==> src/rtl/sync_perf_record_arbiter_pkg.sv <==
// Shared sync-perf types: barrier id, emitted record layout and slot-index width.
// THREAD_NUMB defaults to 4 when the build does not provide it.
`ifndef THREAD_NUMB
`define THREAD_NUMB 4
`endif

package npu_synchronization_defines;

  localparam int THREAD_NUMB_P   = `THREAD_NUMB;
  localparam int SYNC_NUM_EVENTS = 2;
  localparam int SYNC_NUM_SLOTS  = SYNC_NUM_EVENTS * THREAD_NUMB_P;
  localparam int BARRIER_W       = 4;
  localparam int TILE_ID_W       = 8;
  localparam int SYNC_CNT_W      = 64;

  // Index widths never collapse to zero bits, even for a single thread/event.
  function automatic int clog2_min1(input int n);
    return (n <= 2) ? 1 : $clog2(n);
  endfunction

  localparam int THREAD_ID_W = clog2_min1(THREAD_NUMB_P);
  localparam int EVENT_ID_W  = clog2_min1(SYNC_NUM_EVENTS);
  localparam int SLOT_IDX_W  = clog2_min1(SYNC_NUM_SLOTS);

  typedef logic [BARRIER_W-1:0] barrier_t;

  typedef struct packed {
    logic [TILE_ID_W-1:0]   tile_id;
    logic [THREAD_ID_W-1:0] thread_id;
    logic [EVENT_ID_W-1:0]  event_id;
    barrier_t               barrier_id;
    logic [SYNC_CNT_W-1:0]  count;
  } sync_perf_record_t;

endpackage

==> src/rtl/sync_perf_record_arbiter_rr_arbiter.sv <==
// Round-robin arbiter: one-hot grant starting at the priority pointer;
// the pointer advances to granted+1 only when the grant is accepted.
module rr_arbiter #(
  parameter int N     = 8,
  parameter int IDX_W = 3
) (
  input  logic             clk,
  input  logic             reset,
  input  logic [N-1:0]     req,
  input  logic             accept,
  output logic [N-1:0]     grant,
  output logic [IDX_W-1:0] grant_idx,
  output logic             grant_valid
);

  logic [IDX_W-1:0] ptr;

  always_comb begin
    int j;
    grant       = '0;
    grant_idx   = '0;
    grant_valid = 1'b0;
    j           = 0;
    for (int i = 0; i < N; i++) begin
      j = int'(ptr) + i;
      if (j >= N) j = j - N;
      if (!grant_valid && req[j]) begin
        grant_valid = 1'b1;
        grant[j]    = 1'b1;
        grant_idx   = IDX_W'(j);
      end
    end
  end

  always_ff @(posedge clk or posedge reset) begin
    if (reset) begin
      ptr <= '0;
    end else if (accept && grant_valid) begin
      ptr <= (int'(grant_idx) == N - 1) ? '0 : grant_idx + 1'b1;
    end
  end

endmodule

==> src/rtl/sync_perf_record_arbiter.sv <==
// Collects closed perf-counter runs per (event, thread) slot and streams them out one record
// per cycle. Build with SYNC_PERF_DROP_CNT_EN to count overwritten records in drop_count.
//   state | meaning
//   IDLE  | no record presented, out_valid=0
//   HOLD  | out_record presented, waiting for out_ready
module sync_perf_record_arbiter
  import npu_synchronization_defines::*;
#(
  parameter int TILE_ID_PAR = 0,
  parameter int NUM_EVENTS  = 2,
  parameter int CNT_WIDTH   = 64
) (
  input  logic                                                 clk,
  input  logic                                                 reset,
  input  logic [NUM_EVENTS-1:0][`THREAD_NUMB-1:0]                rec_valid,
  input  logic [NUM_EVENTS-1:0][`THREAD_NUMB-1:0][CNT_WIDTH-1:0] rec_count,
  input  barrier_t [`THREAD_NUMB-1:0]                            rec_barrier_id,
  output logic                                                 out_valid,
  input  logic                                                 out_ready,
  output sync_perf_record_t                                    out_record,
  output logic [15:0]                                          drop_count
);

  localparam int NT        = `THREAD_NUMB;
  localparam int NUM_SLOTS = NUM_EVENTS * NT;
  localparam int IDX_W     = clog2_min1(NUM_SLOTS);

  typedef enum logic {IDLE, HOLD} state_t;

  state_t                              state, state_next;
  logic [NUM_SLOTS-1:0]                rv_flat, pend, req_vec, grant, taken;
  logic [NUM_SLOTS-1:0][CNT_WIDTH-1:0] rc_flat;
  logic [CNT_WIDTH-1:0]                hold_count [NUM_SLOTS];
  barrier_t                            hold_bar   [NUM_SLOTS];
  logic [IDX_W-1:0]                    grant_idx;
  logic                                grant_valid, take, accept;
  sync_perf_record_t                   rec_next;

  assign rv_flat = rec_valid;
  assign rc_flat = rec_count;
  // A fresh pulse is requestable in its own cycle so an idle FSM emits it one cycle later.
  assign req_vec = pend | rv_flat;
  assign taken   = accept ? grant : '0;

  rr_arbiter #(.N(NUM_SLOTS), .IDX_W(IDX_W)) u_rr (
    .clk         (clk),
    .reset       (reset),
    .req         (req_vec),
    .accept      (accept),
    .grant       (grant),
    .grant_idx   (grant_idx),
    .grant_valid (grant_valid)
  );

  always_comb begin
    state_next = state;
    take       = (state == IDLE) || out_ready;
    accept     = take && grant_valid;
    out_valid  = (state == HOLD);
    if (accept)    state_next = HOLD;
    else if (take) state_next = IDLE;
  end

  always_comb begin
    rec_next           = '0;
    rec_next.tile_id   = TILE_ID_W'(TILE_ID_PAR);
    rec_next.thread_id = THREAD_ID_W'(int'(grant_idx) % NT);
    rec_next.event_id  = EVENT_ID_W'(int'(grant_idx) / NT);
    if (pend[grant_idx]) begin
      rec_next.count      = SYNC_CNT_W'(hold_count[grant_idx]);
      rec_next.barrier_id = hold_bar[grant_idx];
    end else begin
      rec_next.count      = SYNC_CNT_W'(rc_flat[grant_idx]);
      rec_next.barrier_id = rec_barrier_id[int'(grant_idx) % NT];
    end
  end

  always_ff @(posedge clk or posedge reset) begin
    if (reset) begin
      state      <= IDLE;
      out_record <= '0;
    end else begin
      state <= state_next;
      if (accept) out_record <= rec_next;
    end
  end

  // A pulse on a slot granted from its holding register stays pending behind the old record.
  always_ff @(posedge clk or posedge reset) begin
    if (reset) begin
      pend <= '0;
      for (int s = 0; s < NUM_SLOTS; s++) begin
        hold_count[s] <= '0;
        hold_bar[s]   <= '0;
      end
    end else begin
      for (int s = 0; s < NUM_SLOTS; s++) begin
        if (rv_flat[s]) begin
          if (!(taken[s] && !pend[s])) begin
            pend[s]       <= 1'b1;
            hold_count[s] <= rc_flat[s];
            hold_bar[s]   <= rec_barrier_id[s % NT];
          end
        end else if (taken[s]) begin
          pend[s] <= 1'b0;
        end
      end
    end
  end

`ifdef SYNC_PERF_DROP_CNT_EN
  logic [NUM_SLOTS-1:0] ovw;
  logic [16:0]          drop_sum;

  assign ovw      = rv_flat & pend & ~taken;
  assign drop_sum = {1'b0, drop_count} + 17'($countones(ovw));

  always_ff @(posedge clk or posedge reset) begin
    if (reset) begin
      drop_count <= '0;
    end else begin
      drop_count <= drop_sum[16] ? 16'hFFFF : drop_sum[15:0];
    end
  end
`else
  assign drop_count = '0;
`endif

endmodule

==> config.mk <==
export PLATFORM = sky130hd
export DESIGN_NAME = sync_perf_record_arbiter
export DESIGN_NICKNAME = d
export VERILOG_FILES = /design/src/rtl/sync_perf_record_arbiter_pkg.sv /design/src/rtl/sync_perf_record_arbiter_rr_arbiter.sv /design/src/rtl/sync_perf_record_arbiter.sv
export SDC_FILE = /design/constraint.sdc
export NUM_CORES = 2
export LEC_CHECK = 0
export CORE_UTILIZATION = 40
export DETAILED_ROUTE_END_ITERATION = 8
export SYNTH_ARGS = -nofsm -noshare
export SYNTH_HDL_FRONTEND = slang
export SYNTH_HIERARCHICAL = 1
export SYNTH_SLANG_ARGS = --single-unit
==> constraint.sdc <==
create_clock -name clk -period 60 [get_ports clk]
set_input_delay 12 -clock clk [delete_from_list [all_inputs] [get_ports clk]]
set_output_delay 12 -clock clk [all_outputs]
set_load 0.03 [all_outputs]
# --- Yosys cells after proc, flatten, opt, wreduce, memory -nomap -nowiden ---
# Cells that the tools add are included.
op_classes:
  n_addsub: 16
  bitwise: 18
  n_lt_le_gt_ge: 27
  n_mux: 113
  n_eq_ne: 9
  reduce_logical: 66
op_table:
  columns: ["op", "count"]
  rows:
  - ["binary-select mux 64 bit (select 3 bit)", 2]
  - [">= comparator 32 x 1 -> 1 bit (second input constant)", 8]
  - ["< comparator 32 x 5 -> 1 bit (second input constant)", 8]
  - ["2-to-1 mux 32 bit", 8]
  - [">= comparator 32 x 5 -> 1 bit (second input constant)", 7]
  - ["subtractor 32 x 5 -> 32 bit (second input constant)", 7]
  - ["2-to-1 mux 64 bit", 3]
  - ["2-to-1 mux 8 bit", 9]
  - ["2-to-1 mux 68 bit", 1]
  - ["bitwise OR 8 bit", 8]
  - ["2-to-1 mux 1 bit", 59]
  - ["AND reduction 2 bit", 16]
  - ["binary-select mux 1 bit (select 3 bit)", 9]
  - ["2-to-1 mux 3 bit", 9]
  - ["logical AND 1 bit", 25]
  - ["demux 1 bit (select 3 bit)", 8]
  - ["nonzero test 2 bit", 9]
  - ["adder 3 x 3 -> 4 bit (second input constant)", 4]
  - ["!= test 2 bit (second input constant)", 8]
  - ["zero test 1 bit", 15]
  - ["binary-select mux 4 bit (select 3 bit)", 1]
  - ["2-to-1 mux 4 bit", 3]
  - ["NOT 1 bit", 9]
  - ["adder 3 x 2 -> 4 bit (second input constant)", 2]
  - ["11 further kinds", 11]
totals:
  out_inout_bits: 96
  inputBits: 539
  ff_bits: 627
  elab_cells: 279

# --- Logic depth before layout (Yosys ltp) ---
depth:
  depth_word: 32
  depth_mapped: 21
  depth_no_buf: 12

# --- By module ---
# The synthesis kept the hierarchy.
modules_own_cells:
  columns: ["module", "area_per_inst_um2", "cells_per_inst", "seq_area_each_um2", "instances"]
  rows:
  - ["sync_perf_record_arbiter", 31749.2, 2001, 15615.0, 1]
  - ["rr_arbiter", 1661.6, 162, 75.1, 1]

# --- Worst setup path after synthesis ---
# No wires, ideal clock.
synth_timing:
  path_kind: "input port to flip-flop"
  from: "input port rec_valid[7] in the netlist's numbering"
  to: "register out_record[66] in the netlist's numbering"
  setup_ns: 0.142
  t_arrival_ns: 15.642
  slack_ns: 44.216
  path_buffers: 3
  required_ns: 59.858
  stages: 14
  path_cell_list: "or2_2 mux4_1 mux2i_4 nand4_2 nor3_1 a21oi_1 mux2i_1 buf_6 buf_2 buf_2 mux4_2 mux2_2 mux2i_1 a21oi_1"
synth_between:
  elab_chain_len: 31
  elab_cells_between_ends: 65
  cone_classes: "48 x mux; 2 x bitwise; 15 x reduce/logical"
synth_lines:
  columns: ["element", "line_no", "text"]
  rows:
  - ["start, declared", "sync_perf_record_arbiter.sv:15", "input logic [NUM_EVENTS-1:0][`THREAD_NUMB-1:0] rec_valid,"]
  - ["bitwise OR 8 bit *", "sync_perf_record_arbiter.sv:42", "assign req_vec = pend | rv_flat;"]
  - ["binary-select mux 1 bit (select 3 bit)", "sync_perf_record_arbiter_rr_arbiter.sv:27", "if (!grant_valid && req[j]) begin"]
  - ["2-to-1 mux 1 bit (not written as such) (2 in a row)", "sync_perf_record_arbiter_rr_arbiter.sv:27", null]
  - ["2-to-1 mux 1 bit", "sync_perf_record_arbiter_rr_arbiter.sv:27", null]
  - ["zero test 1 bit", "sync_perf_record_arbiter_rr_arbiter.sv:27", null]
  - ["logical AND 1 bit", "sync_perf_record_arbiter_rr_arbiter.sv:27", null]
  - ["2-to-1 mux 1 bit", "sync_perf_record_arbiter_rr_arbiter.sv:27", null]
  - ["zero test 1 bit", "sync_perf_record_arbiter_rr_arbiter.sv:27", null]
  - ["[14 not listed]", null, null]
  - ["zero test 1 bit", "sync_perf_record_arbiter_rr_arbiter.sv:27", null]
  - ["logical AND 1 bit", "sync_perf_record_arbiter_rr_arbiter.sv:27", null]
  - ["2-to-1 mux 3 bit *", "sync_perf_record_arbiter_rr_arbiter.sv:27", null]
  - ["named net grant_idx[0]", "sync_perf_record_arbiter.sv:35", "logic [IDX_W-1:0] grant_idx;"]
  - ["NOT 3 -> 4 bit (not written as such)", "sync_perf_record_arbiter.sv:71", "rec_next.barrier_id = hold_bar[grant_idx];"]
  - ["binary-select mux 4 bit (select 3 bit)", "sync_perf_record_arbiter.sv:71", null]
  - ["2-to-1 mux 4 bit (not written as such) (2 in a row)", "sync_perf_record_arbiter.sv:71", null]
  - ["2-to-1 mux 68 bit *", "sync_perf_record_arbiter.sv:69", "if (pend[grant_idx]) begin"]
  - ["end signal, assigned", "sync_perf_record_arbiter.sv:84", "if (accept) out_record <= rec_next;"]
  - ["end, declared", "sync_perf_record_arbiter.sv:20", "output sync_perf_record_t out_record,"]
# The timed path passes the listed nets; every way through them passes the cells marked *. The select of a mux whose other input is x is not followed.
# A chain may end at the register's enable or synchronous reset.

# --- Final worst setup path ---
layout_timing:
  from: "input port rec_valid[7] in the netlist's numbering"
  to: "register out_record[64] in the netlist's numbering"
layout_between:
  elab_chain_len: 31
  elab_cells_between_ends: 65
  cone_classes: "48 x mux; 2 x bitwise; 15 x reduce/logical"
layout_lines:
  columns: ["element", "line_no", "text"]
  rows:
  - ["bitwise OR 8 bit *", "sync_perf_record_arbiter.sv:42", null]
  - ["named net req_vec[7]", "sync_perf_record_arbiter.sv:31", "logic [NUM_SLOTS-1:0] rv_flat, pend, req_vec, grant, taken;"]
  - ["binary-select mux 1 bit (select 3 bit)", "sync_perf_record_arbiter_rr_arbiter.sv:27", null]
  - ["2-to-1 mux 1 bit (not written as such) (2 in a row)", "sync_perf_record_arbiter_rr_arbiter.sv:27", null]
  - ["2-to-1 mux 1 bit", "sync_perf_record_arbiter_rr_arbiter.sv:27", null]
  - ["zero test 1 bit", "sync_perf_record_arbiter_rr_arbiter.sv:27", null]
  - ["logical AND 1 bit", "sync_perf_record_arbiter_rr_arbiter.sv:27", null]
  - ["2-to-1 mux 1 bit", "sync_perf_record_arbiter_rr_arbiter.sv:27", null]
  - ["[15 not listed]", null, null]
  - ["zero test 1 bit", "sync_perf_record_arbiter_rr_arbiter.sv:27", null]
  - ["logical AND 1 bit", "sync_perf_record_arbiter_rr_arbiter.sv:27", null]
  - ["2-to-1 mux 3 bit *", "sync_perf_record_arbiter_rr_arbiter.sv:27", null]
  - ["named net grant_idx[0]", "sync_perf_record_arbiter.sv:35", null]
  - ["NOT 3 -> 4 bit (not written as such)", "sync_perf_record_arbiter.sv:71", null]
  - ["binary-select mux 4 bit (select 3 bit)", "sync_perf_record_arbiter.sv:71", null]
  - ["2-to-1 mux 4 bit (not written as such) (2 in a row)", "sync_perf_record_arbiter.sv:71", null]
  - ["2-to-1 mux 68 bit *", "sync_perf_record_arbiter.sv:69", null]
# Marks and branches as above.

==> impl_metrics.toml <==
[sta]
worstMarginPinSlew_ns = 1.11
grt_setup_unrepaired = "no"
setup_slack_ns = 42.17
timing.final.crit_share = 0.297
hold_violations = 0
fin_hold_ws_ns = 0.478
slew_headroom = 0.261
fin_skew_ns = 0.0270
final_max_slew_viol_count = 0
finalSetupViolations = 0
fin_crit_ns = 17.83
setup_tns_ns = 0
fmax_mhz = 56.1

[clocking]
cts_resized = 0
cts_setup_buffers = 0
clock-sinks = 627
clk_pin_slew_ns = 0.06
cts_max_path_buffers = 3
cts_tree = "built"
ctsRootBufferMaster = "clkbuf_16"
cts_hold_buf = 0
clock_latency_ns = 0.62
h-tree-depth = 3
numCtsBuffers = 75

[die]
die_area_um2 = 84700
start_util = 0.406
fp.dieH_um = 291
pin_count = 635
num_rows = 105
die_w_um = 291
core_area_um2 = 82400

[yosys]
synth.avg_cell_area_um2 = 15.4
ys_ff_latch = 627
syn_inst = 2163
ys_warn_count = 6
ys_seq_area_frac = 0.470
synth_cell_types = 68
synth-async-reset-ratio = 1.00
synth-main-ff-cell = "dfrtp_1"
synth-edff-count = 0
syn_area_um2 = 33400

[worst_hold_path]
min_from = "out_record[37]$_DFFE_PP0P_"
worst_hold_path.num_cells = 2
hold_class = "reg -> reg"

[cells_and_area]
drive_gt1_frac = 0.393
area_growth_pct = 28.6
final_cells = 3879
final_common_cell = "dfrtp_1"
postLayoutCoreUtil = 0.522
mostFrequentLayoutCells = "627 x dfrtp_1, 610 x clkdlybuf4s50_1, 600 x mux2_2"
nets = 3267

[global_routing]
grt_pass1_wl_um = 163000
grt_pass1_vias = 24600
grt-ovfl-total = 0
grt_max_degree = 129
antenna_found_initial = 57
gr-usage-all-layers = 0.258

[route]
avgRoutedWirePerCell_um = 27.9
num_vias = 22300
drc = 0
first_pass_iters = 7
drt-total-wl_um = 108000
initialDrtViolationCount = 1164
ant_nets = 0
viasPerCell = 5.74

[placed_design]
port_buffers = 610
dp_hpwl_um = 73200
dp_slack_ns = 41.48
dp.cells = 3711
gp_congestion = 0.849

[pwr]
peakVddDrop_mv = 0.0840
p_leak_nw = 16.9
power_density_nw_per_um2 = 54.6

[worst_setup_path]
critPathArrivalTime_ns = 18.27
cp_slowest_stage_delay_ns = 0.84
cp_cell_sequence = "clkdlybuf4s50_1 > or2_2 > mux4_1 > mux2i_4 > nand4_2 > nor3_1 > a21oi_1 > mux2i_4 > buf_4 > buf_4 > buf_4 > mux4_2 > mux2_2 > mux2i_1 > a21oi_1"
end_kind = "flop"
ff2ff_path_depth = 15
crit_family = "buffers and inverters"
worstSetupPathType = "in -> reg"
path_common_cell = "buf_4"
crit_fanout = 54
worst-path-stages = 15
start_kind = "primary input"
required_ns = 60.44
crit_start = "rec_valid[7]"
cp_slowest_cell = "buf_4"
crit-reg2reg-launch = "u_rr/ptr[1]$_DFFE_PP0P_"
cp.buffers_inverters = 4

[status]
outcome = "completed"

[run]
max-cap-violations = 0
==> metal layers <==
metal | routed length [um] | up-vias | track usage | share of wire
met5 | 322 | - | 0 | 0.0030
met4 | 3320 | 48 | 0.0946 | 0.031
met3 | 7010 | 202 | 0.0710 | 0.065
met2 | 55900 | 677 | 0.447 | 0.52
met1 | 41800 | 11900 | 0.304 | 0.39
li1 | - | 9462 | - | -
==> worst min-delay path: cells and delay by family (launching register included) <==
family	cells	cell delay (ns)
AOI/OAI and AO/OA	1	0.06
DFF	1	0.34
and+or+nand+nor	1	0.05
==> synth_stat cells, types with 10 or more instances <==
cell / instances / area (um2)
mux2_4: 17 / 255
ha_1: 10 / 125
nand3_1: 12 / 60.1
clkbuf_1: 38 / 143
dfrtp_1: 627 / 15700
o21ai_0: 51 / 255
mux2i_1: 137 / 1370
mux2_2: 601 / 6770
buf_1: 38 / 143
nor2_1: 10 / 37.5
nand2_1: 83 / 312
o21ai_1: 19 / 95.1
a21oi_1: 11 / 55.1
buf_4: 25 / 188
buf_2: 76 / 380
mux4_2: 276 / 6220
==> worst paths after layout <==
check | endpoint | slack, ns
max | out_record[64]$_DFFE_PP0P_ | 42.17
min | out_record[37]$_DFFE_PP0P_ | 0.48
max reg2reg | out_record[64]$_DFFE_PP0P_ | 52.28
min reg2reg | out_record[37]$_DFFE_PP0P_ | 0.48
max in group asynchronous | hold_bar[0]$_DFFE_PP0P_ | 44.50
min in group asynchronous | u_rr/ptr[1]$_DFFE_PP0P_ | 11.82
==> registers in the layout (all words and copies together), names as in the netlist <==
name and count:
pend 8, u_rr/ptr 3, hold_bar 32, hold_count 512
out_record 71, out_valid 1
==> final cells by class <==
cell class / instances / area (um2)
diodes: 34 / 85.1
fillers: 6815 / 39400
multi-input cells: 1361 / 16900
repair buffers: 644 / 6370
clock buffers: 101 / 2120
inverters: 9 / 41.3
well taps: 1070 / 1340
flip-flops and latches: 627 / 15700
clock inverters: 33 / 418
==> through the flow <==
| step | cell area, um2 | power [mW] |
|---|---|---|
| 6_report | 43000 | 2.35 |
| 5_1_grt | 42900 | 2.48 |
| 4_1_cts | 42900 | 2.37 |
| 3_5_place_dp | 40300 | 1.90 |
| 3_3_place_gp | 40300 | 1.87 |
| 2_1_floorplan | 33500 | 1.58 |
==> cell families (layout without fill, tap and decap cells) <==
| logic type | count (synthesis) | after routing | share of synthesized area |
|---|---|---|---|
| multiplexers | 1045 | 1045 | 0.447 |
| flip-flops | 627 | 627 | 0.470 |
| buffers and inverters | 198 | 787 | 0.0310 |
| AND/OR/NAND/NOR | 142 | 142 | 0.0207 |
| AO/OA/AOI/OAI | 128 | 128 | 0.0240 |
| adder cells (fa/ha/maj) | 18 | 18 | 0.00614 |
| XOR/XNOR | 4 | 4 | 0.00161 |
| other | 1 | 58 | 0.000112 |
==> power by group <==
group	leakage, nW	switching (mW)	internal [mW]
registers	7.32	0.0586	0.525
clock network	1.25	0.192	0.277
logic	8.33	0.609	0.685
total	16.9	0.859	1.49
Note: power is estimated with default switching activity, not from simulation.
